File: src/rtl/rv32_muldiv_seq.sv
`default_nettype none
// ============================================================================
// Module   : rv32_muldiv_seq
// Purpose  : Iterative sequencer for RV32 M-extension ops. It runs a radix-2
//            shift-add multiply or a restoring divide over one shared
//            (2*WIDTH+1)-bit accumulator, one iteration per clock.
//            Divide-by-zero and signed overflow finish on the accept edge.
// Ports    : clk, rst_n        - clock, asynchronous active-low reset
//            i_flush           - abort op in flight (highest priority)
//            i_valid/o_ready   - request handshake (o_ready high only in IDLE)
//            i_funct3          - MUL..REMU selector
//            i_rs1/i_rs2/i_rd  - operands and destination tag
//            o_valid/i_ready   - result handshake
//            o_result/o_rd     - result word and its tag
//            o_busy            - high whenever not IDLE
// Revision : 1.0 - initial release
// ============================================================================
module rv32_muldiv_seq #(
    parameter int WIDTH          = 32,
    parameter int REG_ADDR_WIDTH = 5
) (
    input  logic                      clk,
    input  logic                      rst_n,
    input  logic                      i_flush,
    input  logic                      i_valid,
    output logic                      o_ready,
    input  logic [2:0]                i_funct3,
    input  logic [WIDTH-1:0]          i_rs1,
    input  logic [WIDTH-1:0]          i_rs2,
    input  logic [REG_ADDR_WIDTH-1:0] i_rd,
    output logic                      o_valid,
    input  logic                      i_ready,
    output logic [WIDTH-1:0]          o_result,
    output logic [REG_ADDR_WIDTH-1:0] o_rd,
    output logic                      o_busy
);

    localparam int c_ACC_W = 2 * WIDTH + 1;
    localparam int c_CNT_W = $clog2(WIDTH);

    localparam logic [c_CNT_W-1:0] c_CNT_LAST = c_CNT_W'(WIDTH - 1);
    localparam logic [c_CNT_W-1:0] c_CNT_ONE  = c_CNT_W'(1);
    localparam logic [WIDTH-1:0]   c_MIN_NEG  = {1'b1, {(WIDTH-1){1'b0}}};

    localparam logic [1:0] c_IDLE = 2'd0;
    localparam logic [1:0] c_CALC = 2'd1;
    localparam logic [1:0] c_DONE = 2'd2;

    localparam logic [2:0] c_F3_MUL    = 3'b000;
    localparam logic [2:0] c_F3_MULH   = 3'b001;
    localparam logic [2:0] c_F3_MULHSU = 3'b010;
    localparam logic [2:0] c_F3_MULHU  = 3'b011;
    localparam logic [2:0] c_F3_DIV    = 3'b100;
    localparam logic [2:0] c_F3_DIVU   = 3'b101;
    localparam logic [2:0] c_F3_REM    = 3'b110;
    localparam logic [2:0] c_F3_REMU   = 3'b111;

    // Registered state
    logic [1:0]                r_state_q,  w_state_d;
    logic [c_CNT_W-1:0]        r_count_q,  w_count_d;
    logic [c_ACC_W-1:0]        r_acc_q,    w_acc_d;
    logic [WIDTH-1:0]          r_opb_q,    w_opb_d;
    logic [2:0]                r_funct3_q, w_funct3_d;
    logic [REG_ADDR_WIDTH-1:0] r_rd_q,     w_rd_d;
    logic                      r_neg_q,    w_neg_d;
    logic                      r_rem_neg_q, w_rem_neg_d;
    logic [WIDTH-1:0]          r_result_q, w_result_d;
    logic                      r_valid_q,  w_valid_d;

    // Accept-time decode
    logic             w_rs1_signed, w_rs2_signed;
    logic             w_rs1_neg, w_rs2_neg;
    logic [WIDTH-1:0] w_rs1_mag, w_rs2_mag;
    logic             w_div_zero, w_div_ovf;

    // Iteration datapath
    logic [WIDTH:0]       w_mul_sum;
    logic [c_ACC_W-1:0]   w_mul_step;
    logic [c_ACC_W-1:0]   w_div_shift;
    logic [WIDTH:0]       w_div_trial;
    logic [c_ACC_W-1:0]   w_div_step;
    logic [c_ACC_W-1:0]   w_acc_iter;
    logic [2*WIDTH-1:0]   w_prod_fix;
    logic [WIDTH-1:0]     w_quot, w_rem;
    logic [WIDTH-1:0]     w_final;

    always_comb begin
        w_rs1_signed = (i_funct3 == c_F3_MULH) || (i_funct3 == c_F3_MULHSU) ||
                       (i_funct3 == c_F3_DIV)  || (i_funct3 == c_F3_REM);
        w_rs2_signed = (i_funct3 == c_F3_MULH) || (i_funct3 == c_F3_DIV) ||
                       (i_funct3 == c_F3_REM);
        w_rs1_neg    = w_rs1_signed && i_rs1[WIDTH-1];
        w_rs2_neg    = w_rs2_signed && i_rs2[WIDTH-1];
        // The most negative value maps to itself, which is the correct
        // unsigned magnitude.
        w_rs1_mag    = w_rs1_neg ? ('0 - i_rs1) : i_rs1;
        w_rs2_mag    = w_rs2_neg ? ('0 - i_rs2) : i_rs2;
        w_div_zero   = i_funct3[2] && (i_rs2 == '0);
        w_div_ovf    = i_funct3[2] && !i_funct3[0] &&
                       (i_rs1 == c_MIN_NEG) && (&i_rs2);
    end

    always_comb begin
        // Multiply: low half holds the remaining multiplier bits, upper
        // half (plus carry bit) accumulates the partial product.
        w_mul_sum   = {1'b0, r_acc_q[2*WIDTH-1:WIDTH]} + {1'b0, r_opb_q};
        w_mul_step  = r_acc_q[0] ? ({w_mul_sum, r_acc_q[WIDTH-1:0]} >> 1)
                                 : (r_acc_q >> 1);

        // Divide: {rem, quot} shifted left; remainder never exceeds WIDTH
        // bits, so the acc MSB is always zero here.
        w_div_shift = {r_acc_q[2*WIDTH-1:0], 1'b0};
        w_div_trial = w_div_shift[2*WIDTH:WIDTH] - {1'b0, r_opb_q};
        w_div_step  = w_div_trial[WIDTH] ? w_div_shift
                                         : {w_div_trial, w_div_shift[WIDTH-1:1], 1'b1};

        w_acc_iter  = r_funct3_q[2] ? w_div_step : w_mul_step;

        // Sign fixup: the full 64-bit product is negated so the high word
        // borrows correctly from the low word.
        w_prod_fix  = r_neg_q ? ('0 - w_acc_iter[2*WIDTH-1:0]) : w_acc_iter[2*WIDTH-1:0];
        w_quot      = r_neg_q ? ('0 - w_acc_iter[WIDTH-1:0]) : w_acc_iter[WIDTH-1:0];
        w_rem       = r_rem_neg_q ? ('0 - w_acc_iter[2*WIDTH-1:WIDTH])
                                  : w_acc_iter[2*WIDTH-1:WIDTH];

        case (r_funct3_q)
            c_F3_MUL:                          w_final = w_prod_fix[WIDTH-1:0];
            c_F3_MULH, c_F3_MULHSU, c_F3_MULHU: w_final = w_prod_fix[2*WIDTH-1:WIDTH];
            c_F3_DIV, c_F3_DIVU:               w_final = w_quot;
            c_F3_REM, c_F3_REMU:               w_final = w_rem;
            default:                           w_final = w_quot;
        endcase
    end

    always_comb begin
        w_state_d   = r_state_q;
        w_count_d   = r_count_q;
        w_acc_d     = r_acc_q;
        w_opb_d     = r_opb_q;
        w_funct3_d  = r_funct3_q;
        w_rd_d      = r_rd_q;
        w_neg_d     = r_neg_q;
        w_rem_neg_d = r_rem_neg_q;
        w_result_d  = r_result_q;
        w_valid_d   = r_valid_q;

        if (i_flush) begin
            w_state_d = c_IDLE;
            w_valid_d = 1'b0;
        end else begin
            case (r_state_q)
                c_IDLE: begin
                    if (i_valid) begin
                        w_funct3_d  = i_funct3;
                        w_rd_d      = i_rd;
                        w_opb_d     = w_rs2_mag;
                        w_neg_d     = w_rs1_neg ^ w_rs2_neg;
                        w_rem_neg_d = w_rs1_neg;
                        w_acc_d     = {{(WIDTH+1){1'b0}}, w_rs1_mag};
                        w_count_d   = '0;
                        if (w_div_zero) begin
                            w_result_d = i_funct3[1] ? i_rs1 : '1;
                            w_state_d  = c_DONE;
                            w_valid_d  = 1'b1;
                        end else if (w_div_ovf) begin
                            w_result_d = i_funct3[1] ? '0 : c_MIN_NEG;
                            w_state_d  = c_DONE;
                            w_valid_d  = 1'b1;
                        end else begin
                            w_state_d  = c_CALC;
                        end
                    end
                end
                c_CALC: begin
                    w_acc_d   = w_acc_iter;
                    w_count_d = r_count_q + c_CNT_ONE;
                    if (r_count_q == c_CNT_LAST) begin
                        w_result_d = w_final;
                        w_state_d  = c_DONE;
                        w_valid_d  = 1'b1;
                    end
                end
                c_DONE: begin
                    if (i_ready) begin
                        w_state_d = c_IDLE;
                        w_valid_d = 1'b0;
                    end
                end
                default: begin
                    w_state_d = c_IDLE;
                    w_valid_d = 1'b0;
                end
            endcase
        end
    end

    always_ff @(posedge clk or negedge rst_n) begin
        if (!rst_n) begin
            r_state_q   <= c_IDLE;
            r_count_q   <= '0;
            r_acc_q     <= '0;
            r_opb_q     <= '0;
            r_funct3_q  <= '0;
            r_rd_q      <= '0;
            r_neg_q     <= 1'b0;
            r_rem_neg_q <= 1'b0;
            r_result_q  <= '0;
            r_valid_q   <= 1'b0;
        end else begin
            r_state_q   <= w_state_d;
            r_count_q   <= w_count_d;
            r_acc_q     <= w_acc_d;
            r_opb_q     <= w_opb_d;
            r_funct3_q  <= w_funct3_d;
            r_rd_q      <= w_rd_d;
            r_neg_q     <= w_neg_d;
            r_rem_neg_q <= w_rem_neg_d;
            r_result_q  <= w_result_d;
            r_valid_q   <= w_valid_d;
        end
    end

    assign o_ready  = (r_state_q == c_IDLE);
    assign o_busy   = (r_state_q != c_IDLE);
    assign o_valid  = r_valid_q;
    assign o_result = r_result_q;
    assign o_rd     = r_rd_q;

endmodule
`default_nettype wire

File: config.mk
export PLATFORM = sky130hd
export DESIGN_NAME = rv32_muldiv_seq
export DESIGN_NICKNAME = d
export VERILOG_FILES = /design/src/rtl/rv32_muldiv_seq.sv
export SDC_FILE = /design/constraint.sdc
export NUM_CORES = 1
export LEC_CHECK = 0
export CAP_MARGIN = 15
export CORE_MARGIN = 4
export CORE_UTILIZATION = 50
export DETAILED_ROUTE_END_ITERATION = 6
export GPL_TIMING_DRIVEN = 0
export PLACE_DENSITY = 0.67
export SYNTH_ARGS = -nofsm -noshare
export SYNTH_HDL_FRONTEND = slang
export SYNTH_SLANG_ARGS = --single-unit
export TNS_END_PERCENT = 10
File: constraint.sdc
create_clock -name clk -period 18.5 [get_ports clk]
set_clock_uncertainty 0.2 [all_clocks]
set_input_delay 4.625 -clock clk [delete_from_list [all_inputs] [get_ports clk]]
set_output_delay 4.625 -clock clk [all_outputs]
set_load 0.02 [all_outputs]
==> results.json, run 1 <==
{
  "status": "complete, but fails checks",
  "violations": "design-rule violations",
  "arrival_ns": 9.52,
  "finalCriticalPeriod_ns": 9.360,
  "synth.most_common_cell": "nand2_1",
  "fin_nets": 2388,
  "period_share": 0.5060,
  "synth_async_sr_flop_share": 1.000,
  "dr.pass1.iters": 7,
  "synth_ff_type": "dfrtp_1",
  "cts_sinks": 147,
  "holdCritPathClass": "reg -> reg",
  "tritoncts": "done",
  "rsz0062_at_grt": "false",
  "max_stage_delay_ns": 0.62,
  "setup_violations": 0,
  "crit_required_ns": 18.66,
  "rows": 63,
  "dp_hpwl_um": 55950,
  "htree_levels": 4,
  "start_util": 0.5127,
  "grt_overflow": 0,
  "hold_depth": 2,
  "worst_slew_pin_slew_ns": 1.277,
  "fillers": 2835,
  "ir_drop_mv": 0.08454,
  "path_buf_inv": 3,
  "seqCellArea_um2": 3679,
  "drv_slew": 0,
  "grt_max_degree": 94,
  "antenna_found_initial": 1,
  "clock_path_buffers": 2,
  "syn-cell-area_um2": 15400,
  "wl_met3_um": 10700,
  "final_util": 0.5880,
  "yosysTopAreaCellShare": 0.2389,
  "cts_root_buf": "clkbuf_16",
  "die-height_um": 183.5,
  "worst-path-stages": 13,
  "ys_seq_area_frac": 0.2389,
  "hold_viol": 0,
  "drive_gt1_frac": 0.04000,
  "groute.usage.overall": 0.4062,
  "ant_nets": 0,
  "slowest_stage": "or4_1",
  "viasPerCell": 6.910,
  "design_area_um2": 17660,
  "tns_ns": 0,
  "crit_family": "simple AND/OR/NAND/NOR gates",
  "placed_area_um2": 17080,
  "p_leak_nw": 7.072,
  "first_iter_violations": 2491,
  "synth_common_cells": "234 x nand2_1, 217 x nor2_1, 205 x a21oi_1, 199 x o21ai_0, 147 x dfrtp_1",
  "ctsHoldBuffers": 0,
  "cp_cell_sequence": "clkdlybuf4s50_1, or4_1, or3_1, nor3_1, nand4_1, nor2_1, nor2_1, a2bb2oi_1, nor3_1, buf_2, clkbuf_1, o311ai_0, o21ai_0",
  "grt_pass1_wl_um": 104600,
  "synthCells": 2100,
  "relSlewSlack": 0.1479,
  "yosysWarningCount": 0,
  "wire_per_inst_um": 26.88,
  "cts_resized": 0,
  "totalWireLength_um": 71030,
  "setup.worst_path.start_class": "input port",
  "die_area_um2": 33670,
  "cts_setup_buffers": 0,
  "synth_edf_count": 0,
  "cts_inserted_buffers": 17,
  "avgSynthCellArea_um2": 7.333,
  "port_buffers": 115,
  "synth.area.top_cells": "dfrtp_1 24%, a21oi_1 6.7%, o21ai_0 6.5%",
  "die_x_um": 183.5,
  "drv_cap": 0,
  "grt_pass1_vias": 16670,
  "clkTransAtPathRegs_ns": 0.07,
  "total_power_mw": 2.355,
  "cp-end-kind": "flop",
  "multi_input_area_um2": 10980,
  "critical_path_class": "in -> reg",
  "met2_length_um": 28240,
  "ys_seq_elements": 147,
  "drc": 5,
  "ioPinCount": 117,
  "max_freq_mhz": 106.8,
  "core_area_um2": 30030,
  "insertion_delay_ns": 0.45,
  "syn_nets": 2251,
  "p_per_area_nw_per_um2": 133.4,
  "areaGrowthSynthToFinish_pct": 14.68,
  "synth_cell_types": 85,
  "top_layer_used": "met4",
  "dr_total_vias": 18260,
  "reg2regPathDepth": 30,
  "met1_length_um": 29290,
  "crit_fanout": 10,
  "synth_top_cell_by_area": "dfrtp_1",
  "place.gp.congestion": 1.051
}
==> worst register-to-register path: cells and delay by family (launching register included) <==
family                     cells  cell delay [ns]
AOI/OAI and AO/OA             12             3.23
and+or+nand+nor                9             2.44
adders and majority gates      4             1.20
buffers and inverters          4             1.00
DFF                            1             0.49
xor gates and xnor gates       1             0.16
==> flip-flops by register name (all words and copies together) (netlist names) <==
| register | flops |
|---|---|
| o_valid | 1 |
| o_result | 32 |
| r_rem_neg_q | 1 |
| r_count_q | 5 |
| o_rd | 5 |
| r_state_q | 2 |
| r_opb_q | 32 |
| r_neg_q | 1 |
| r_acc_q | 65 |
| r_funct3_q | 3 |
==> report_power, final <==
part | internal [mW] | switching [mW] | leakage [nW] | total (mW)
Clock | 0.183 | 0.174 | 0.288 | 0.357
Sequential | 0.377 | 0.101 | 1.87 | 0.477
Combinational | 0.494 | 1.03 | 4.91 | 1.52
Total | 1.05 | 1.30 | 7.07 | 2.36
==> cell families after synthesis <==
group	count (synthesis)	share of synthesized area
compound gates	737	0.3019
xor+xnor	135	0.07679
fa+ha+maj	74	0.06110
buf+inv	193	0.04778
flops	147	0.2389
mux	64	0.04323
simple gates	750	0.2304
==> path summary, 6_finish.rpt <==
| kind | startpoint | end | slack, ns |
|---|---|---|---|
| hold / removal | o_result[3]$_DFFE_PN0P_ | o_result[3]$_DFFE_PN0P_ | 0.29 |
| setup reg to reg | r_acc_q[31]$_DFFE_PN0P_ | o_result[4]$_DFFE_PN0P_ | 9.64 |
| setup / recovery | i_rs2[6] | o_result[18]$_DFFE_PN0P_ | 9.14 |
| max in group asynchronous | rst_n | r_opb_q[10]$_DFFE_PN0P_ | 13.23 |
| min in group asynchronous | rst_n | r_acc_q[45]$_DFFE_PN0P_ | 3.95 |
| hold reg to reg | o_result[3]$_DFFE_PN0P_ | o_result[3]$_DFFE_PN0P_ | 0.29 |
==> stage by stage <==
step | setup slack [ns] | std cells | hold WS [ns]
6_report | 9.140 | 2643 | 0.2910
5_1_grt | 8.988 | 2640 | 0.3057
4_1_cts | 9.330 | 2640 | 0.2934
3_5_place_dp | 8.862 | 2608 | 0.2725
3_3_place_gp | 6.293 | 2605 | 0.2642
2_1_floorplan | 10.79 | 2100 | 0.2446
==> layer usage <==
metal / global-route usage / up-vias
li1: - / 8040
met1: 0.5823 / 8742
met2: 0.5617 / 1277
met4: 0.1356 / 0
met3: 0.1516 / 205
met5: 0 / -
==> cell usage in the layout (no fill, tap or decap), types with 32 or more instances in the layout <==
cell             instances
clkbuf_1               108
o21ai_0                199
ha_1                    72
nand4_1                 36
or3_1                   32
a21oi_1                205
xnor2_1                 70
inv_1                   76
nand3_1                 39
a31oi_1                 39
xor2_1                  65
nand2_1                234
nor2_1                 217
nor3_1                  58
clkdlybuf4s50_1        114
mux2i_1                 44
dfrtp_1                147
==> final cells by class <==
class,instances,share of cell area
plain buffers,117,0.02551
diodes,3,0.0004251
repair buffers,118,0.06738
well taps,390,0.02763
inverters,76,0.01615
multi-input cells,1760,0.6220
clock buffers,18,0.02487
clock inverters,14,0.007723
flip-flops and latches,147,0.2083
No activity file was read; power rests on OpenSTA's default activity.
==> inputs of run 2 (changes only) <==
Clock period 18.5 ns to 9 ns, I/O delays scaled along.
==> results.json, run 2 (same netlist as run 1, synthesis figures left out) <==
{
  "layout_common_cells": "234 x nand2_1, 217 x nor2_1, 205 x a21oi_1, 199 x o21ai_0, 147 x dfrtp_1",
  "port_buffers": 115,
  "core_area_um2": 30030,
  "drive_gt1_frac": 0.04044,
  "fin_hold_ws_ns": 0.2906,
  "start_util": 0.5127,
  "setup.worst_path.start_class": "flop",
  "viasPerCell": 6.921,
  "dp_hpwl_um": 55950,
  "htree_levels": 4,
  "antenna_found_initial": 2,
  "totalWireLength_um": 70950,
  "drc": 10,
  "total_power_mw": 4.836,
  "ant_nets": 0,
  "setup_violations": 0,
  "hold_viol": 0,
  "grt_pass1_wl_um": 104600,
  "layout_commonest_cell": "nand2_1",
  "cts_setup_buffers": 0,
  "cts_sinks": 147,
  "finalCriticalPeriod_ns": 8.485,
  "grt_overflow": 0,
  "die_area_um2": 33670,
  "fin_nets": 2388,
  "crit_required_ns": 9.10,
  "p_leak_nw": 7.072,
  "pwr-share-comb": 0.646,
  "ir_drop_mv": 0.1742,
  "max_freq_mhz": 117.9,
  "violations": "design-rule violations",
  "regMostFlops": "r_acc_q",
  "holdCritPathClass": "reg -> reg",
  "tritoncts": "done",
  "clock_path_buffers": 2,
  "largest_register_ff_count": 65,
  "relSlewSlack": 0.1425,
  "clkPwrFrac": 0.152,
  "cts_inserted_buffers": 17,
  "drv_slew": 0,
  "cts_root_buf": "clkbuf_16",
  "die_x_um": 183.5,
  "final_util": 0.5881,
  "grt_pass1_vias": 16670,
  "clkTransAtPathRegs_ns": 0.07,
  "die-height_um": 183.5,
  "power_switching_mw": 2.669,
  "groute.usage.overall": 0.4062,
  "stdcell_count": 2642,
  "arrival_ns": 8.58,
  "insertion_delay_ns": 0.44,
  "ioPinCount": 117,
  "switching_share": 0.5518,
  "worst_slew_pin_slew_ns": 1.285,
  "cp-end-kind": "flop",
  "crit_fanout": 10,
  "dr_total_vias": 18290,
  "place.gp.congestion": 1.051,
  "p_int_mw": 2.167,
  "p_per_area_nw_per_um2": 273.8,
  "dp.cells": 2608,
  "max_stage_delay_ns": 0.85,
  "first_iter_violations": 2482,
  "drv_cap": 0,
  "critical_path_class": "reg -> reg",
  "rows": 63,
  "dr.pass1.iters": 7,
  "rsz0062_at_grt": "false",
  "p_seq_frac": 0.203,
  "wire_per_inst_um": 26.86,
  "period_share": 0.9428,
  "status": "complete, but fails checks",
  "grt_max_degree": 94,
  "areaGrowthSynthToFinish_pct": 14.71,
  "slowest_stage": "nor4_1"
}
-- run 2: metrics by stage --
stage	area, µm²	setup TNS [ns]	setup WS, ns
2_1_floorplan	15400	0	2.885
3_3_place_gp	17040	-119.02	-0.8324
3_5_place_dp	17080	0	0.7847
4_1_cts	17650	0	0.7267
5_1_grt	17660	0	0.09414
6_report	17660	0	0.5149
-- run 2: what timing repair did --
item | in CTS | in global routing
setup endpoints to repair | 0 | 1
hold buffers | 0 | 0
hold endpoints to repair | 0 | 0
gates resized for setup | 0 | 1
-- run 2: worst max-delay path: cells and delay by family, from the launching register on --
family	cells	cell delay, ns
buffers and inverters	4	1.21
flip-flops	1	0.46
AO/OA/AOI/OAI	11	2.56
AND/OR/NAND/NOR	9	2.74
adder cells (fa/ha/maj)	3	0.94
XOR/XNOR	1	0.18
-- run 2: final cells by class --
class | instances | area, µm²
Buffer | 117 | 450.4
Inverter | 76 | 285.3
Tap cell | 390 | 488.0
Fill cell | 2836 | 12370
Clock buffer | 18 | 439.2
Sequential cell | 147 | 3679
Multi-Input combinational cell | 1760 | 10990
Clock inverter | 14 | 136.4
Timing Repair Buffer | 118 | 1190
Antenna cell | 2 | 5.005
-- run 2: power by group through the flow --
stage | Sequential (mW) | Combinational (mW) | Clock, mW
floorplan | 0.893 | 2.02 | 0
global placement | 0.973 | 2.93 | 0
detailed placement | 0.976 | 2.96 | 0
CTS | 0.964 | 2.98 | 0.730
global route | 0.989 | 3.31 | 0.754
finish | 0.980 | 3.12 | 0.733
-- run 2: worst paths after layout --
path	start	endpoint	slack, ns	depth (start not counted)
min in group asynchronous	rst_n	r_acc_q[45]$_DFFE_PN0P_	1.57	1
max reg2reg	r_acc_q[31]$_DFFE_PN0P_	o_result[27]$_DFFE_PN0P_	0.51	28
min	o_result[3]$_DFFE_PN0P_	o_result[3]$_DFFE_PN0P_	0.29	2
max	r_acc_q[31]$_DFFE_PN0P_	o_result[27]$_DFFE_PN0P_	0.51	28
max in group asynchronous	rst_n	r_opb_q[10]$_DFFE_PN0P_	6.10	2
min reg2reg	o_result[3]$_DFFE_PN0P_	o_result[3]$_DFFE_PN0P_	0.29	2
-- run 2: layer usage --
layer	wire, µm	vias up	global-route usage
met1	29240	8748	0.5823
met2	28130	1299	0.5617
met4	2796	4	0.1356
li1	-	8020	-
met3	10760	215	0.1516
met5	19	-	0
